**config.mk**
```make
export PLATFORM = sky130hd
export DESIGN_NAME = bcd_seg_scan
export DESIGN_NICKNAME = d
export VERILOG_FILES = /design/src/rtl/bcd_pkg.sv /design/src/rtl/seg7_decode.sv /design/src/rtl/bcd_seg_scan.sv
export SDC_FILE = /design/constraint.sdc
export NUM_CORES = 1
export LEC_CHECK = 0
export ABC_AREA = 1
export BUFFER_PORTS_ARGS = -buffer_cell sky130_fd_sc_hd__buf_4
export CAP_MARGIN = 10
export CELL_PAD_IN_SITES_DETAIL_PLACEMENT = 1
export CELL_PAD_IN_SITES_GLOBAL_PLACEMENT = 1
export CORE_UTILIZATION = 39
export CTS_CLUSTER_DIAMETER = 50
export DETAILED_ROUTE_END_ITERATION = 8
export PLACE_DENSITY = 0.77
export SLEW_MARGIN = 20
export SYNTH_ARGS = -nofsm -noshare
export SYNTH_HDL_FRONTEND = slang
export SYNTH_SLANG_ARGS = --single-unit
```
**constraint.sdc**
```tcl
create_clock -name clk -period 2.09 [get_ports clk]
set_input_delay 0.418 -clock clk [delete_from_list [all_inputs] [get_ports clk]]
set_output_delay 0.418 -clock clk [all_outputs]
set_load 0.005 [all_outputs]
```
**src/rtl/bcd_pkg.sv**
```systemverilog
// bcd_pkg: shared types and segment constants for the BCD seven-segment scanner
package bcd_pkg;
  typedef logic [6:0] seg7_t;
  typedef enum logic [2:0] {S_OFF, S_ONES, S_GAP1, S_TENS, S_GAP0} scan_state_t;
  typedef struct packed {
    logic       carry;
    logic [3:0] bcd;
  } bcd2_t;
  localparam seg7_t SEG_0    = 7'h3F;
  localparam seg7_t SEG_1    = 7'h06;
  localparam seg7_t SEG_2    = 7'h5B;
  localparam seg7_t SEG_3    = 7'h4F;
  localparam seg7_t SEG_4    = 7'h66;
  localparam seg7_t SEG_5    = 7'h6D;
  localparam seg7_t SEG_6    = 7'h7D;
  localparam seg7_t SEG_7    = 7'h07;
  localparam seg7_t SEG_8    = 7'h7F;
  localparam seg7_t SEG_9    = 7'h6F;
  localparam seg7_t SEG_DASH = 7'h40;
endpackage

```
**src/rtl/seg7_decode.sv**
```systemverilog
// seg7_decode: BCD digit to active-high {g..a} segments; anything above 9 shows a dash
module seg7_decode
  import bcd_pkg::*;
(
  input  logic [3:0] digit_i,
  output seg7_t      seg_o
);
  always_comb begin
    case (digit_i)
      4'd0:    seg_o = SEG_0;
      4'd1:    seg_o = SEG_1;
      4'd2:    seg_o = SEG_2;
      4'd3:    seg_o = SEG_3;
      4'd4:    seg_o = SEG_4;
      4'd5:    seg_o = SEG_5;
      4'd6:    seg_o = SEG_6;
      4'd7:    seg_o = SEG_7;
      4'd8:    seg_o = SEG_8;
      4'd9:    seg_o = SEG_9;
      default: seg_o = SEG_DASH;
    endcase
  end
endmodule

```
**src/rtl/bcd_seg_scan.sv**
```systemverilog
// bcd_seg_scan: 2-digit multiplexed seven-segment scanner with frame-aligned value commit.
// Optional LEADING_ZERO_BLANK_EN keeps the tens digit dark when the tens carry is 0.
module bcd_seg_scan
  import bcd_pkg::*;
#(
  parameter int REFRESH_DIV = 1000,
  parameter int GAP_CYCLES  = 2
) (
  input  logic       clk,
  input  logic       rst_n,
  input  logic       load_valid,
  output logic       load_ready,
  input  logic [3:0] bcd,
  input  logic       carry,
  output logic [6:0] seg,
  output logic [1:0] digit_en
);
  localparam int MAXC = REFRESH_DIV > GAP_CYCLES ? REFRESH_DIV : GAP_CYCLES;
  localparam int CW = $clog2(MAXC > 2 ? MAXC : 2);
  localparam logic [CW-1:0] RD_LAST = CW'(REFRESH_DIV - 1);
  localparam logic [CW-1:0] GAP_LAST = CW'((GAP_CYCLES > 0 ? GAP_CYCLES : 1) - 1);
  localparam bit HAS_GAP = GAP_CYCLES > 0;
  scan_state_t   state_q, state_d;
  logic [CW-1:0] cnt_q, cnt_d;
  bcd2_t         shadow_q, shadow_d, disp_q, disp_d;
  logic          pend_q, pend_d;
  seg7_t         seg_q, seg_d, seg_ones, seg_tens;
  logic [1:0]    en_q, en_d;
  logic          xfer, commit, tens_on;
  always_comb begin
    state_d = state_q;
    case (state_q)
      S_OFF:   state_d = pend_q ? S_ONES : S_OFF;
      S_ONES:  if (cnt_q == RD_LAST) state_d = HAS_GAP ? S_GAP1 : S_TENS;
      S_GAP1:  if (cnt_q == GAP_LAST) state_d = S_TENS;
      S_TENS:  if (cnt_q == RD_LAST) state_d = HAS_GAP ? S_GAP0 : S_ONES;
      S_GAP0:  if (cnt_q == GAP_LAST) state_d = S_ONES;
      default: state_d = S_OFF;
    endcase
  end
  assign xfer     = load_valid && !pend_q;
  assign commit   = state_d == S_ONES && state_q != S_ONES;
  assign shadow_d = xfer ? bcd2_t'({carry, bcd}) : shadow_q;
  // A transfer landing on the commit edge wins and waits for the next frame
  assign pend_d   = xfer || (pend_q && !commit);
  assign disp_d   = commit ? shadow_q : disp_q;
  assign cnt_d    = (state_d != state_q || state_q == S_OFF) ? '0 : cnt_q + 1'b1;
  seg7_decode u_ones (.digit_i(disp_d.bcd),              .seg_o(seg_ones));
  seg7_decode u_tens (.digit_i({3'b000, disp_d.carry}),  .seg_o(seg_tens));
`ifdef LEADING_ZERO_BLANK_EN
  assign tens_on = state_d == S_TENS && disp_d.carry;
`else
  assign tens_on = state_d == S_TENS;
`endif
  assign en_d  = {tens_on, state_d == S_ONES};
  assign seg_d = en_d[0] ? seg_ones : en_d[1] ? seg_tens : '0;
  always_ff @(posedge clk or negedge rst_n) begin
    if (!rst_n) begin
      state_q  <= S_OFF;
      cnt_q    <= '0;
      shadow_q <= '0;
      disp_q   <= '0;
      pend_q   <= 1'b0;
      seg_q    <= '0;
      en_q     <= '0;
    end else begin
      state_q  <= state_d;
      cnt_q    <= cnt_d;
      shadow_q <= shadow_d;
      disp_q   <= disp_d;
      pend_q   <= pend_d;
      seg_q    <= seg_d;
      en_q     <= en_d;
    end
  end
  assign load_ready = !pend_q;
  assign seg        = seg_q;
  assign digit_en   = en_q;
endmodule

```
Yosys cells after proc, flatten, opt, wreduce, memory -nomap -nowiden

Memory sizes are Yosys's and may differ from the RTL's.
Index checks and enable logic that the tools add are counted.

Output and inout port bits: 10
Memories: 2
Bits in registers: 33
Memory bits (read-only): 224
Input bits: 8
Word-level logic and storage cells: 40

Reduce and logical (&&, ||, !) cells: 8
Eq/ne operators: 10
$add $sub $neg: 1
Muxes and demuxes: 10

Memory list:

| memory          | words | width | read ports | clocked after memory_dff | wr ports | line             | text |
|---|---|---|---|---|---|---|---|
| (no name shown) | 16    | 7     | 1          | 0                        | 0        | seg7_decode.sv:9 | `case (digit_i)` |
| (no name shown) | 16    | 7     | 1          | 0                        | 0        | seg7_decode.sv:9 |  |

Operators by type and width:

| kind                    | number |
|---|---|
| $pmux W3 S5             | 1 |
| $mux W7                 | 2 |
| $mux W3                 | 4 |
| $add A10 B1 Y10 const B | 1 |
| $eq A10 B1 Y1 const B   | 1 |
| $eq A10 B10 Y1 const B  | 1 |
| $mux W10                | 1 |
| $eq A3 B2 Y1 const B    | 3 |
| $eq A3 B1 Y1 const B    | 2 |
| $mux W5                 | 1 |
| $eq A3 B3 Y1 const B    | 1 |
| $logic_and A1 B1 Y1     | 3 |
| $logic_not A3 Y1        | 1 |
| $ne A3 B1 Y1 const B    | 1 |
| $ne A3 B3 Y1            | 1 |
| $logic_not A1 Y1        | 2 |
| $logic_or A1 B1 Y1      | 2 |
| $mux W1                 | 1 |

Logic depth before layout (Yosys ltp)

An unclocked memory read counts as a cell.

Depth after elaboration: 9
Mapped depth: 20
Gate-level depth less buffers: 20

By module

From an unflattened synthesis, not the netlist that was laid out.

Cells, all modules: 245
Area total of the unflattened synthesis: 1,975.6 um2

By module, submodules not included:

| module       | seq. area each (um2) | area each (um2) | instances | cells each |
|---|---|---|---|---|
| bcd_seg_scan | 825.8                | 1,590.3         | 1         | 173 |
| seg7_decode  | 0.0                  | 192.7           | 2         | 36 |

Worst setup path before layout

OpenSTA, ideal clock, no wires.

Path kind: register -> register
Start point: register cnt_q[0]
End point: register seg_q[4] (netlist: seg[4])
Clock period less this slack: 2.200 ns
Buffers on the path: 0
Setup slack: -0.110 ns
Cell stages (with the launch flop): 17
Arrival time: 2.080 ns
Library setup time: 0.121 ns
Required time: 1.969 ns
Path through: dfrtp_1 > ha_1 > nand2_1 > inv_2 > nand3_1 > nor2_1 > a21oi_4 > nand3_4 > o21ai_4 > inv_1 > ha_1 > inv_1 > nand3_1 > nand3_1 > nand2_1 > nand2_1 > nand2_1

RTL lines:

| element                | line               | text |
|---|---|---|
| from (decl)            | bcd_seg_scan.sv:24 | `logic [CW-1:0] cnt_q, cnt_d;` |
| from (signal assigned) | bcd_seg_scan.sv:68 | `cnt_q <= cnt_d;` |
| to (signal assigned)   | bcd_seg_scan.sv:72 | `seg_q <= seg_d;` |
| to (decl)              | bcd_seg_scan.sv:27 | `seg7_t seg_q, seg_d, seg_ones, seg_tens;` |

Final worst setup path

Start point: register cnt_q[1]
End point: register seg_q[5] (netlist: seg[5])

Word-level cells in the longest chain between the ends: 9
Elaborated cells on any way between the ends: 15
Those cells by class: eq/ne (4); mux (8); reduce/logical (1); memory (2)

Ends and longest elaborated chain:

| element                                                | line                                   | text |
|---|---|---|
| $eq A10 B1 Y1 / $eq A10 B10 Y1 (equally long branches) | -                                      |  |
| $mux W3, on equally long branches                      | -                                      |  |
| $pmux W3 S5 (*)                                        | bcd_seg_scan.sv:32                     | `case (state_q)` |
| named net state_d[0]                                   | bcd_seg_scan.sv:23                     | `scan_state_t state_q, state_d;` |
| $eq A3 B1 Y1                                           | bcd_seg_scan.sv:42, bcd_seg_scan.sv:55 |  |
| $logic_and A1 B1 Y1                                    | bcd_seg_scan.sv:42                     | `assign commit = state_d == S_ONES && state_q != S_ONES;` |
| $mux W5                                                | bcd_seg_scan.sv:46                     | `assign disp_d = commit ? shadow_q : disp_q;` |
| $mem_v2 Z16 W7                                         | -                                      |  |
| $mux W7                                                | bcd_seg_scan.sv:56                     | `assign seg_d = en_d[0] ? seg_ones : en_d[1] ? seg_tens : '0;` |
| $mux W7 (*)                                            | bcd_seg_scan.sv:56                     |  |
| named net seg_d[5]                                     | bcd_seg_scan.sv:27                     |  |

Mark *: on every way through the listed nets, which the timed path passes. The rest lies on a longest branch.
A chain may end at the register's enable or synchronous reset.

==> run summary <==
Outcome: complete, but fails checks
Violated checks: negative setup slack
Total number of clock tree sinks: 33
Number of buffers added on ports: 17
Clock Path Buffers: 2
Most frequent cells after synthesis: 52 x sky130_fd_sc_hd__nand2_1, 33 x sky130_fd_sc_hd__dfrtp_1, 28 x sky130_fd_sc_hd__nor2_1
CP max stage cell: sky130_fd_sc_hd__dfrtp_1
Post-detailed-placement half-perimeter wirelength: 3090 µm
Total Power Consumption: 0.00140 W
Post-detailed-route via-to-cell ratio: 5.15
Proportion of total power due to net switching: 21.6%
Share of post-route cells with drive strength above 1: 37.3%
Hold_ws: 0.0558 ns
Die width: 69.0 µm
Global placer's final weighted congestion: 0.756
Power density of the placed cells: 588 nW/µm²
Total Negative Setup Slacks: -1.53 ns
Antenna cell count: 0
Fraction of power consumed by combinational cells: 4.7%
Worst EP required: 2.27 ns
Compound-Gate Fraction of Synth Area: 5.79%
Die outline area: 4760 µm²
Number of synthesized flops with an enable pin: 0
Arrival time of the worst setup path: 2.59 ns
R2r worst-path depth: 19
Post-detailed-route count of antenna-violating nets: 0
Layout net count: 275
Mapped Cells: 206
Clock Tree Root: sky130_fd_sc_hd__clkbuf_8
Area growth from synthesis to layout: 36.2%
Most area-consuming cells after synthesis: sky130_fd_sc_hd__dfrtp_1 47%, sky130_fd_sc_hd__nand2_1 11%, sky130_fd_sc_hd__nor2_1 6.0%
H-tree Lvls: 2
Transition time at the pin with the least slew margin: 0.431 ns
Syn Std Cell Area: 1750 µm²
Total Routing Usage GR: 23.0%
Worst ir drop on vdd: 0.346 mV
Hold violation count in the final report: 0
Share of the yosys chip area belonging to registers: 47.2%
Xor/xnor cell area share of the yosys netlist: 1.50%
Fraction of post-synthesis cell area in the top cell type by area: 47.2%
Vias after detailed routing: 1595
Mean routed wirelength per cell: 16.5 µm
Yosys warnings: 0
Crit. End Element: register
Worst reg2reg setup slack: -0.32 ns
TritonCTS clock tree: yes
Final critical delay including setup and external delays: 2.41 ns
Number of iterations in the first detailed-routing pass: 4
Flip-flop and latch count after synthesis: 33
Clock-pin slew reported for the worst setup and hold paths after clock tree synthesis: 0.07 ns
Part of the total power dissipated in sequential elements: 50.5%
Post-Layout Cell Count: 310
Final Slew Violations: 0
Most used flip-flop cell after synthesis: sky130_fd_sc_hd__dfrtp_1
Post-Synth Simple-Gate Area: 30.8%
Final setup violation count: 7
Clock power frac: 44.8%
Setup Skew: 0.0121 ns
Leading cell type by number of instances after synthesis: sky130_fd_sc_hd__nand2_1
Placed Instances: 292
Placeable core region: 4140 µm²
Highest fanout seen on the critical path: 5
Number of buffers created by CTS: 5
Sum of overflow across all layers after global routing: 0
Int Pwr: 0.00110 W
Remaining routing DRC violations: 0
Post-synthesis mux area share: 2.58%
Cell-by-cell listing of the critical path: inv_1 -> ha_1 -> inv_1 -> nor2_1 -> nand3_1 -> nor2_2 -> nand2_2 -> nand3_4 -> nand3_4 -> nand2_2 -> o21ai_4 -> buf_12 -> ha_1 -> nand3_1 -> nand2_1 -> nand2_1 -> nand2_1 -> nand2_1 -> nand2_1
Category of the most critical setup path: register to register
Count of standard-cell rows: 23
RSZ-0062 raised after global routing: yes
Number of distinct library cell variants in the gate-level netlist after synthesis: 27
Effective utilization at floorplan: 42.2%
Floorplan die height: 69.0 µm
Period utilisation layout: 115%
Proportion of synthesized flip-flops having asynchronous set or reset: 100%
Max-capacitance violation count: 0
Top-Level Pins: 18
Clock network latency to the later pin of the worst-skew pair: 0.30 ns
LEAKAGE: 1.24 nW
Relative slew slack: 71.3%
R2R Path End: seg[5]$_DFF_PN0_
Vias in the first global route: 1603
First-iteration detailed-routing DRC count: 104
Maximum cell stage delay along the critical path: 0.38 ns
Most area-hungry cell type in the Yosys netlist: sky130_fd_sc_hd__dfrtp_1
Setup Slack @ Placement: -0.204 ns
Largest family of logic cells by synthesized area: simple AND/OR/NAND/NOR gates
# fillers: 501
Critical Path Source Type: register
Maximum operating frequency: 0.415 GHz
Synthesized area per cell: 8.49 µm²
Initial antenna violation count: 0
Total length of routed wires: 5110 µm
Global-route wire length before repair: 7710 µm
Worst min path class: primary input to asynchronous set/reset pin
Pin count of the biggest net entering global routing: 34
Worst Slack Setup Final: -0.322 ns
Reg-to-reg critical path startpoint: cnt_q[1]$_DFF_PN0_
Cell with the most instances on the worst path: sky130_fd_sc_hd__nand2_1
Arithmetic-cell share of the synthesized area counting full adders, half adders and majority gates: 5.72%
Switching power summed over all nets: 0.000302 W
Synthesized Nets: 222
==> stage by stage <==
stage          util (%)  instance area (µm²)
4_1_cts            55.3                 2290
3_5_place_dp       50.6                 2100
6_report           57.5                 2380
2_1_floorplan         -                 1760
3_3_place_gp       50.6                 2100
5_1_grt            57.5                 2380
==> per-layer routing <==
metal | global-route usage, % | vias up | wire (µm)
li1 | - | 757 | -
met1 | 27.9 | 776 | 2250
met2 | 38.2 | 48 | 2490
met3 | 5.59 | 14 | 233
met4 | 9.95 | 0 | 136
met5 | 0 | - | 0
==> cells in the final DEF, fill, tap and decap left out, drive strengths merged, types with 2 or more instances in the layout <==
cell type	instances
nor3	5
ha	8
mux2	4
nand2	57
a21oi	6
dfrtp	33
inv	30
nor2	30
o21ai	3
xor2	2
nand3	19
buf	46
clkbuf	7
nand4	4
==> power groups by stage <==
| stage | Clock [W] | Combinational [W] | Sequential [W] |
|---|---|---|---|
| 2_1_floorplan | 0 | 0.0000356 | 0.000709 |
| 3_3_place_gp | 0 | 0.0000629 | 0.000714 |
| 3_5_place_dp | 0 | 0.0000651 | 0.000718 |
| 4_1_cts | 0.000652 | 0.0000663 | 0.000706 |
| 5_1_grt | 0.000656 | 0.0000743 | 0.000711 |
| 6_report | 0.000628 | 0.0000664 | 0.000707 |
==> sequential cells by signal, indices dropped and copies added, names as in the netlist <==
signal and cells:
cnt_q 10, seg 7, disp_q 5, shadow_q 5
state_q 3, digit_en 2, pend_q 1
==> logic make-up (layout without fill, tap and decap cells) <==
| kind of cell | count (synthesis) | count (layout) |
|---|---|---|
| AND/OR/NAND/NOR | 116 | 116 |
| adder cells (fa/ha/maj) | 8 | 8 |
| AO/OA/AOI/OAI | 12 | 12 |
| buffers and inverters | 30 | 84 |
| multiplexers | 4 | 4 |
| flip-flops | 33 | 33 |
| XOR/XNOR | 3 | 3 |
==> cell type report <==
class	count	area [µm²]	share of cell area (%)
clock buffers	7	86.3	3.62
clock inverters	1	30.0	1.26
flip-flops and latches	33	826	34.7
repair buffers	46	358	15.0
multi-input cells	143	902	37.9
inverters	30	118	4.94
well taps	50	62.6	2.63
==> worst max path at each step <==
stage | start | to | slack (ns) | cells past startpoint
final | cnt_q[1]$_DFF_PN0_ | seg[5]$_DFF_PN0_ | -0.32 | 19
after detailed placement | cnt_q[1]$_DFF_PN0_ | seg[5]$_DFF_PN0_ | -0.20 | 19
after CTS | cnt_q[1]$_DFF_PN0_ | seg[4]$_DFF_PN0_ | -0.18 | 18
after global placement | cnt_q[1]$_DFF_PN0_ | seg[4]$_DFF_PN0_ | -0.18 | 18
after floorplan | cnt_q[4]$_DFF_PN0_ | seg[5]$_DFF_PN0_ | -0.05 | 16
after global routing | cnt_q[1]$_DFF_PN0_ | seg[5]$_DFF_PN0_ | -0.39 | 19
==> repair_timing <==
action | 4_1_cts | 5_1_grt
gates resized for setup | 11 | 9
hold buffers | 0 | 0
endpoints found under the setup margin | 7 | 17
gates cloned | 0 | 0
pin swaps | 8 | 5
setup buffers | 6 | 5
==> critical path, delay by kind of cell, from the launching register on <==
kind,cells,cell delay [ns]
DFF,1,0.38
and+or+nand+nor,13,1.24
AOI/OAI and AO/OA,1,0.09
buffers and inverters,3,0.23
adders and majority gates,2,0.34
(Power assumes the default switching activity.)
